## src/rtl/piso_serializer_if.sv

```systemverilog
// Handshake and serial-output bundle for piso_serializer.
// The driver side uses the master modport and the serializer uses the slave modport.
interface piso_serializer_if #(
    parameter int unsigned WIDTH = 8
) ();
    localparam int unsigned CNTW = (WIDTH > 1) ? $clog2(WIDTH) : 1;

    logic             ce;
    logic [WIDTH-1:0] in_data;
    logic             in_valid;
    logic             in_ready;
    logic             sout;
    logic             sout_valid;
    logic             busy;
    logic             done;
    logic [CNTW-1:0]  bit_idx;

    modport master (
        output ce, in_data, in_valid,
        input  in_ready, sout, sout_valid, busy, done, bit_idx
    );

    modport slave (
        input  ce, in_data, in_valid,
        output in_ready, sout, sout_valid, busy, done, bit_idx
    );
endinterface

```

## src/rtl/piso_serializer.sv

```systemverilog
// Parallel-in serial-out shifter with a ce bit-rate tick and back-to-back frame chaining.
// A new word can be loaded on the same edge that shifts out the last bit of the current frame.
module piso_serializer #(
    parameter int unsigned WIDTH      = 8,
    parameter bit          MSB_FIRST  = 1'b0,
    parameter bit          IDLE_LEVEL = 1'b1
) (
    input logic              clk,
    input logic              rst,
    piso_serializer_if.slave bus
);
    localparam int unsigned CNTW = (WIDTH > 1) ? $clog2(WIDTH) : 1;
    localparam logic [CNTW-1:0] LastIdx = CNTW'(WIDTH - 1);

    typedef enum logic {StIdle, StShift} state_e;

    state_e           state_q, state_d;
    logic [WIDTH-1:0] shreg_q, shreg_d;
    logic [CNTW-1:0]  cnt_q, cnt_d;
    logic             done_q, done_d;
    logic             last_bit;
    logic             accept;

    assign last_bit     = (state_q == StShift) && bus.ce && (cnt_q == LastIdx);
    assign bus.in_ready = (state_q == StIdle) || last_bit;
    assign accept       = bus.in_valid && bus.in_ready;

    always_comb begin
        state_d = state_q;
        shreg_d = shreg_q;
        cnt_d   = cnt_q;
        done_d  = 1'b0;

        if (state_q == StShift && bus.ce) begin
            if (cnt_q == LastIdx) begin
                done_d  = 1'b1;
                state_d = StIdle;
            end else begin
                cnt_d = cnt_q + 1'b1;
                if (MSB_FIRST) begin
                    shreg_d = {shreg_q[WIDTH-2:0], 1'b0};
                end else begin
                    shreg_d = {1'b0, shreg_q[WIDTH-1:1]};
                end
            end
        end

        // Loading wins over the frame-end transition so chained frames have no idle gap.
        if (accept) begin
            shreg_d = bus.in_data;
            cnt_d   = '0;
            state_d = StShift;
        end
    end

    always_ff @(posedge clk) begin
        if (rst) begin
            state_q <= StIdle;
            shreg_q <= '0;
            cnt_q   <= '0;
            done_q  <= 1'b0;
        end else begin
            state_q <= state_d;
            shreg_q <= shreg_d;
            cnt_q   <= cnt_d;
            done_q  <= done_d;
        end
    end

    always_comb begin
        bus.sout_valid = (state_q == StShift);
        bus.busy       = (state_q == StShift);
        bus.done       = done_q;
        bus.bit_idx    = (state_q == StShift) ? cnt_q : '0;
        if (state_q == StShift) begin
            bus.sout = MSB_FIRST ? shreg_q[WIDTH-1] : shreg_q[0];
        end else begin
            bus.sout = IDLE_LEVEL;
        end
    end
endmodule

```

## src/flat_wrapper.sv

```systemverilog
// flat-port wrapper written by rule: the top's interface ports become plain ports
module piso_serializer_flat 
#(
    parameter int unsigned WIDTH      = 8,
    parameter bit          MSB_FIRST  = 1'b0,
    parameter bit          IDLE_LEVEL = 1'b1
)
  (clk, rst, bus_ce, bus_in_data, bus_in_valid, bus_in_ready, bus_sout, bus_sout_valid, bus_busy, bus_done, bus_bit_idx);
  piso_serializer_if #(.WIDTH(WIDTH)) bus_i ();
  input logic clk;
  input logic rst;
  input wire logic [$bits(bus_i.ce)-1:0] bus_ce;
  input wire logic [$bits(bus_i.in_data)-1:0] bus_in_data;
  input wire logic [$bits(bus_i.in_valid)-1:0] bus_in_valid;
  output wire logic [$bits(bus_i.in_ready)-1:0] bus_in_ready;
  output wire logic [$bits(bus_i.sout)-1:0] bus_sout;
  output wire logic [$bits(bus_i.sout_valid)-1:0] bus_sout_valid;
  output wire logic [$bits(bus_i.busy)-1:0] bus_busy;
  output wire logic [$bits(bus_i.done)-1:0] bus_done;
  output wire logic [$bits(bus_i.bit_idx)-1:0] bus_bit_idx;
  assign bus_i.ce = bus_ce;
  assign bus_i.in_data = bus_in_data;
  assign bus_i.in_valid = bus_in_valid;
  assign bus_in_ready = bus_i.in_ready;
  assign bus_sout = bus_i.sout;
  assign bus_sout_valid = bus_i.sout_valid;
  assign bus_busy = bus_i.busy;
  assign bus_done = bus_i.done;
  assign bus_bit_idx = bus_i.bit_idx;
  piso_serializer #(.WIDTH(WIDTH), .MSB_FIRST(MSB_FIRST), .IDLE_LEVEL(IDLE_LEVEL)) u_core (.clk(clk), .rst(rst), .bus(bus_i));
endmodule
```

## config.mk

```make
export PLATFORM = sky130hd
export DESIGN_NAME = piso_serializer_flat
export DESIGN_NICKNAME = d
export VERILOG_FILES = /design/src/rtl/piso_serializer_if.sv /design/src/rtl/piso_serializer.sv /design/src/flat_wrapper.sv
export SDC_FILE = /design/constraint.sdc
export NUM_CORES = 1
export LEC_CHECK = 0
export ABC_AREA = 0
export BUFFER_PORTS_ARGS = -buffer_cell sky130_fd_sc_hd__buf_2
export CORE_AREA = 2 2 39 41
export CTS_CLUSTER_SIZE = 12
export DETAILED_ROUTE_END_ITERATION = 16
export DIE_AREA = 0 0 41 43
export PLACE_DENSITY = 0.75
export REMOVE_ABC_BUFFERS = 1
export SYNTH_ARGS = -nofsm -noshare
export SYNTH_HDL_FRONTEND = slang
export SYNTH_SLANG_ARGS = --single-unit
export TNS_END_PERCENT = 30
```

## constraint.sdc

```tcl
create_clock -name clk -period 2.6 [get_ports clk]
set_input_delay 0.13 -clock clk [delete_from_list [all_inputs] [get_ports clk]]
set_output_delay 0.13 -clock clk [all_outputs]
set_load 0.02 [all_outputs]
```

# Word-level counts from Yosys, hierarchy flattened
# Index checks and enable logic that the tools add are counted.
[word_totals]
ff_bits = 13
out_inout_bits = 8
input_bits = 12
wordCells = 30
[classes]
eq_ne = 2
reduce_logical = 11
mux = 9
bitwise = 3
add_sub_neg = 1
[ops]
columns = ["op", "n"]
rows = [
  ["$mux 8", 3],
  ["$reduce_and 2->1", 3],
  ["$mux 1", 5],
  ["$reduce_bool 2->1", 2],
  ["$reduce_or 2->1", 2],
  ["$add 3x1->3 const B", 1],
  ["$eq 3x3->1 const B", 1],
  ["$logic_and 1x1->1", 3],
  ["$mux 3", 1],
  ["$not 1->1", 3],
  ["$ne 2x1->1 const B", 1],
  ["$logic_or 1x1->1", 1],
]

# Depth between registers and ports, before layout
# Gate-level depths: netlist of run 1.
[depth]
ltp_word = 6
ltp_mapped = 6
ltp_nobuf = 5

# Least setup slack after synthesis of run 1
# OpenSTA, ideal clock, no wires.
[synth_timing]
path_kind = "reg-to-reg"
start = "register u_core.cnt_q[0]"
end = "register u_core.cnt_q[0]"
path_slack_ns = 1.155
synth_period_minus_slack_ns = 1.445
required_time_ns = 2.522
path_buffers = 1
stages_incl_launch_ff = 7
arrival_ns = 1.368
setup_ns = 0.078
path_cell_list = "dfxtp_1 > ha_1 > ha_1 > buf_4 > a21bo_4 > and2_4 > nor3_1"
[synth_via]
elab_chain_len = 5
word_cells_on_any_way = 8
classes_between = "add/sub: 1; eq/ne: 1; bitwise: 1; reduce/logical: 5"
[synth_rtl]
columns = ["item", "line", "source"]
rows = [
  ["start: declaration", "piso_serializer.sv:19", "logic [CNTW-1:0] cnt_q, cnt_d;"],
  ["start signal: assignment", "piso_serializer.sv:65", "cnt_q <= cnt_d;"],
  ["$eq 3x3->1", "piso_serializer.sv:24", "assign last_bit = (state_q == StShift) && bus.ce && (cnt_q == LastIdx);"],
  ["$logic_and 1x1->1", "piso_serializer.sv:24", ""],
  ["$logic_or 1x1->1", "piso_serializer.sv:25", "assign bus.in_ready = (state_q == StIdle) || last_bit;"],
  ["via bus_in_ready", "flat_wrapper.sv:15", "output wire logic [$bits(bus_i.in_ready)-1:0] bus_in_ready;"],
  ["$logic_and 1x1->1", "piso_serializer.sv:26", "assign accept = bus.in_valid && bus.in_ready;"],
  ["$reduce_or 2->1 (no source line)", "n/a", ""],
]
# The timed path passes the listed nets, and every way through them passes these cells.
# A chain may end at the register's enable or synchronous reset.

# Worst setup path in the final report of run 1
[layout_timing]
start = "register u_core.cnt_q[0]"
end = "output port bus_in_ready"
[layout_via]
elab_chain_len = 3
[layout_rtl]
columns = ["item", "line"]
rows = [
  ["$eq 3x3->1", "piso_serializer.sv:24"],
  ["$logic_and 1x1->1", "piso_serializer.sv:24"],
  ["$logic_or 1x1->1", "piso_serializer.sv:25"],
  ["end: declaration", "flat_wrapper.sv:15"],
]
# Every way passes these cells.

==> impl_metrics.env, run 1 <==
export IMPL_multi_input_area_sq_um=348
export IMPL_setup_ws_ps=950
export IMPL_place_hpwl_um=914
export IMPL_drc=0
export IMPL_cts_made_buffers=3
export IMPL_drv_slew=0
export IMPL_place_ws_ps=1030
export IMPL_setup_violations=0
export IMPL_crit_top_cell="ha_1"
export IMPL_rsz0062_at_grt="no"
export IMPL_portBuffers=19
export IMPL_viasPerCell=5.38
export IMPL_grt_pass1_wl_mm=1.88
export IMPL_clk_insertion_delay_late_ps=270
export IMPL_dieHeight_um=43
export IMPL_cp_required_ps=2470
export IMPL_crit_fanout=11
export IMPL_post_route_period_util_pct=63.5
export IMPL_avgSynthCellArea_sq_um=9.78
export IMPL_wirelength_mm=1.20
export IMPL_detail_route_first_pass_iterations=4
export IMPL_die_w_um=41
export IMPL_root_buffer="clkbuf_4"
export IMPL_wl_met2_um=536
export IMPL_wl_per_cell_um=12.0
export IMPL_post_cts_resized=0
export IMPL_cp_arrival_ps=1520
export IMPL_vias=538
export IMPL_cpPeakStageDelay_ps=340
export IMPL_cts_sinks=13
export IMPL_period_minus_slack_ps=1650
export IMPL_synth_yosys_warnings=0
export IMPL_drt_first_iter_violations=8
export IMPL_hold_viol_final=0
export IMPL_die_area_sq_mm=0.00176
export IMPL_fin_tns_setup_ps=0
export IMPL_ys_ff_latch=13
export IMPL_most_common_layout_cells="buf_2, dfxtp_1, a21oi_1"
export IMPL_post_place_cells=96
export IMPL_grt_max_degree=14
export IMPL_num_nets_final=99
export IMPL_instances_no_fill=100
export IMPL_core_area_sq_mm=0.00138
export IMPL_clk_pin_slew_ps=80
export IMPL_slew_headroom_pct=77.5
export IMPL_ir_drop_mv=0.208
export IMPL_ant_nets=0
export IMPL_crit_family="adder cells"
export IMPL_grt_overflow=0
export IMPL_track_usage_pct=15.5
export IMPL_path_cells="ha_1 > ha_1 > a21bo_4 > buf_2"
export IMPL_crit_buf_inv=1
export IMPL_synthCells=65
export IMPL_synthesis_area_sq_um=636
export IMPL_layout_drive_gt1_share_pct=39.3
export IMPL_path_class="register to output port"
export IMPL_grt_pass1_vias=464
export IMPL_final_common_cell="buf_2"
export IMPL_max_freq_mhz=606
export IMPL_antenna_cells=0
export IMPL_worstMarginPinSlew_ps=338
export IMPL_wl_met3_um=91
export IMPL_startpoint_type="register"
export IMPL_ys_seq_area_share_pct=40.9
export IMPL_topRoutingLayerUsed="met4"
export IMPL_io_pins=20
export IMPL_status="finished clean"
export IMPL_post_route_util_pct=54.4
export IMPL_skew_ps=1.71
export IMPL_cts_setup_buffers=0
export IMPL_endpoint_kind="output port"
export IMPL_min_path_type="input pin to register"
export IMPL_yosysUniqueCellTypes=23
export IMPL_cp_slowest_cell="dfxtp_1"
export IMPL_power_leakage_nw=0.358
export IMPL_htree_levels=1
export IMPL_regArea_sq_um=260
export IMPL_globalplace_congestion=0.693
export IMPL_clock_path_buffers=2
export IMPL_met1_length_um=560
export IMPL_max_cap_viol_count=0
export IMPL_initial_utilization_pct=45.9
export IMPL_nFillCells=138
export IMPL_syn_to_final_growth_pct=18.5
export IMPL_postCtsHoldBufs=0
export IMPL_placementRows=14
export IMPL_p_per_area_mw_per_mm2=549
export IMPL_cts_tree="built"
export IMPL_antenna_found_initial=0
[sequential cells by signal, summed over array words and instances, names as in the netlist]
| register | cells |
|---|---|
| u_core.shreg_q | 8 |
| u_core.bus.busy | 1 |
| u_core.bus.done | 1 |
| u_core.cnt_q | 3 |
[cell families after synthesis]
| family | synth area share [%] |
|---|---|
| buffers and inverters | 4.33 |
| AO/OA/AOI/OAI | 25.4 |
| AND/OR/NAND/NOR | 20.9 |
| adder cells (fa/ha/maj) | 3.94 |
| multiplexers | 3.15 |
| XOR/XNOR | 1.38 |
| flip-flops | 40.9 |
[worst register-to-register path, cell delays in order, from the launching register on]
cell	delay, ps
dfxtp_1	340
ha_1	200
ha_1	300
nand2b_1	230
a21oi_4	250
o221a_2	220
[metal layers]
| metal | GRT usage, % | up-vias |
|---|---|---|
| met5 | 0 | - |
| met4 | 8.00 | 0 |
| met3 | 3.14 | 2 |
| met2 | 22.8 | 21 |
| met1 | 20.5 | 242 |
| li1 | - | 273 |
[synth_stat cells]
library cell	instances	share of area, %
and3b_1	1	1.4
and2_4	1	1.4
a21oi_4	1	2.6
ha_1	2	3.9
clkbuf_2	1	0.79
nor2_1	7	4.1
dfxtp_1	13	41
nand2_2	1	0.98
and2_1	4	3.9
o21ai_0	1	0.79
clkbuf_1	1	0.59
mux2i_1	2	3.1
or2b_1	1	1.2
o221a_2	7	12
nand2b_1	2	2.0
nand3b_1	2	2.4
xor2_1	1	1.4
nor3_1	3	2.4
inv_1	1	0.59
a21oi_1	9	7.1
buf_4	2	2.4
a21bo_4	1	2.6
and2b_1	1	1.2
[where the power goes]
part | switching, W | total (W) | leakage [nW] | internal [W]
combinational | 0.0000353 | 0.0000699 | 0.236 | 0.0000346
clock | 0.0000613 | 0.000121 | 0.0150 | 0.0000593
sequential | 0.0000100 | 0.000223 | 0.107 | 0.000213
[layout make-up]
class                           count  share of cell area (%)
Timing Repair Buffer               19                    12.6
Inverter                            1                   0.498
Multi-Input combinational cell     47                    46.2
Clock buffer                        4                    3.49
Tap cell                           16                    2.66
Sequential cell                    13                    34.6
[stage by stage]
step / power (W) / hold slack [ps] / cell area, sq um
finish: 0.000413 / 121 / 753
global route: 0.000439 / 111 / 753
CTS: 0.000419 / 122 / 753
detailed placement: 0.000297 / 409 / 727
global placement: 0.000296 / 395 / 727
floorplan: 0.000272 / 199 / 612
[path summary, 6_finish.rpt]
| check | start | end | slack [ps] | cells past startpoint |
|---|---|---|---|---|
| min reg2reg | u_core.shreg_q[7] | u_core.shreg_q[7] | 500 | 2 |
| max | u_core.cnt_q[0] | bus_in_ready | 950 | 4 |
| max reg2reg | u_core.cnt_q[0] | u_core.shreg_q[6] | 1020 | 5 |
| min | bus_in_data[7] | u_core.shreg_q[7] | 120 | 3 |
No activity file was read; power rests on OpenSTA's default activity.
==> inputs of run 2 (changes only) <==
- CORE_AREA: 2 2 39 41 -> not set
- CORE_MARGIN: not set -> 1.5
- CORE_UTILIZATION: not set -> 47
- DIE_AREA: 0 0 41 43 -> not set
- PLACE_DENSITY: 0.75 -> 0.74
- clock period: 2.6 -> 1.6 ns (I/O delays scaled with it)
==> impl_metrics.env, run 2 (synthesized netlist as in run 1, its figures left out) <==
export IMPL_grt_overflow=0
export IMPL_min_path_cells=3
export IMPL_skew_ps=10.7
export IMPL_htree_levels=1
export IMPL_crit_top_cell="ha_1"
export IMPL_viasPerCell=5.33
export IMPL_postCtsHoldBufs=0
export IMPL_num_nets_final=101
export IMPL_portBuffers=19
export IMPL_clk_insertion_delay_late_ps=280
export IMPL_place_hpwl_um=880
export IMPL_slew_headroom_pct=80.5
export IMPL_clk_pin_slew_ps=80
export IMPL_r2r_cells=5
export IMPL_max_cap_viol_count=0
export IMPL_detail_route_first_pass_iterations=4
export IMPL_path_class="register to output port"
export IMPL_endpoint_kind="output port"
export IMPL_initial_utilization_pct=49.5
export IMPL_crit_buf_inv=1
export IMPL_max_freq_mhz=658
export IMPL_die_w_um=39.8
export IMPL_post_route_period_util_pct=95.0
export IMPL_crit_fanout=5
export IMPL_die_area_sq_mm=0.00158
export IMPL_cp_startpoint="u_core.cnt_q[0]"
export IMPL_worstMarginPinSlew_ps=293
export IMPL_layout_drive_gt1_share_pct=40.7
export IMPL_wl_per_cell_um=11.9
export IMPL_cts_sinks=13
export IMPL_min_path_type="input pin to register"
export IMPL_crit_family="adder cells"
export IMPL_core_area_sq_mm=0.00128
export IMPL_hp_start="bus_in_data[7]"
export IMPL_drt_first_iter_violations=7
export IMPL_setup_violations=0
export IMPL_dieHeight_um=39.8
export IMPL_clock_path_buffers=2
export IMPL_fin_tns_setup_ps=0
export IMPL_startpoint_type="register"
export IMPL_cp_required_ps=1520
export IMPL_most_common_layout_cells="buf_2, dfxtp_1, a21oi_1"
export IMPL_cts_setup_buffers=0
export IMPL_drv_slew=0
export IMPL_wirelength_mm=1.20
export IMPL_final_common_cell="buf_2"
export IMPL_grt_max_degree=14
export IMPL_rsz0062_at_grt="no"
export IMPL_hold_end="u_core.shreg_q[7]"
export IMPL_top_regs="u_core.shreg_q x8, u_core.cnt_q x3"
export IMPL_antenna_found_initial=0
export IMPL_cp_slowest_cell="dfxtp_1"
export IMPL_syn_to_final_growth_pct=20.7
export IMPL_cts_made_buffers=3
export IMPL_root_buffer="clkbuf_4"
export IMPL_ir_drop_mv=0.457
export IMPL_grt_pass1_wl_mm=1.78
export IMPL_path_cells="ha_1 > ha_1 > a21bo_4 > buf_2"
export IMPL_cp_arrival_ps=1440
export IMPL_status="finished clean"
export IMPL_r2r_end="u_core.shreg_q[6]"
export IMPL_globalplace_congestion=0.728
export IMPL_holdWs_ps=46.2
export IMPL_placementRows=13
export IMPL_cts_tree="built"
export IMPL_antenna_cells=0
export IMPL_power_leakage_nw=0.369
export IMPL_r2r_start="u_core.cnt_q[0]"
export IMPL_vias=538
export IMPL_drc=0
export IMPL_hold_viol_final=0
export IMPL_regMostFlops="u_core.shreg_q"
export IMPL_post_cts_resized=0
export IMPL_period_minus_slack_ps=1520
export IMPL_grt_pass1_vias=410
export IMPL_largest_reg_flops=8
export IMPL_cpPeakStageDelay_ps=330
export IMPL_reg2reg_slack_ps=110
export IMPL_io_pins=20
export IMPL_ant_nets=0
export IMPL_track_usage_pct=17.9
export IMPL_p_per_area_mw_per_mm2=888
-- run 2: changes by cell type in the layout (fill, tap and decap cells not counted), sizes merged --
cell  before  now
buf       19   21
-- run 2: routing by layer --
layer	vias up	global-route usage [%]	share of wire [%]
met3	5	8.52	7.7
met5	-	0	0
li1	276	-	-
met2	18	25.8	43
met4	0	10.3	2.4
met1	239	21.1	47
-- run 2: final cells by class --
type,count,area [sq um]
fillers,125,518
multi-input cells,47,348
flip-flops and latches,13,260
repair buffers,21,110
clock buffers,4,26.3
well taps,15,18.8
inverters,1,3.75
-- run 2: per-stage QoR --
step	utilization, %	worst slack, ps	instances	cell area [sq um]	total power [W]
floorplan	-	125	61	612	0.000442
global placement	57.6	149	97	741	0.000481
detailed placement	57.6	133	97	741	0.000482
CTS	59.7	73.6	101	767	0.000689
global route	59.7	10.0	101	767	0.000713
finish	59.7	80.4	101	767	0.000681
-- run 2: how the worst max path moves through the flow --
stage,end,slack [ps],depth (start not counted)
CTS,bus_in_ready,70,4
detailed placement,u_core.shreg_q[0],130,5
global route,u_core.cnt_q[0],10,5
global placement,u_core.shreg_q[6],150,5
finish,bus_in_ready,80,4
floorplan,u_core.shreg_q[0],120,5
-- run 2: worst register-to-register path, stage by stage (launching register included) --
cell,delay [ps]
dfxtp_1,330
ha_1,200
ha_1,230
nand2b_1,200
a21oi_4,250
o221a_2,220
-- run 2: power by group --
| group | internal, W | switching, W | leakage, nW |
|---|---|---|---|
| Clock | 0.0000969 | 0.000111 | 0.0150 |
| Sequential | 0.000345 | 0.0000148 | 0.107 |
| Combinational | 0.0000563 | 0.0000569 | 0.247 |
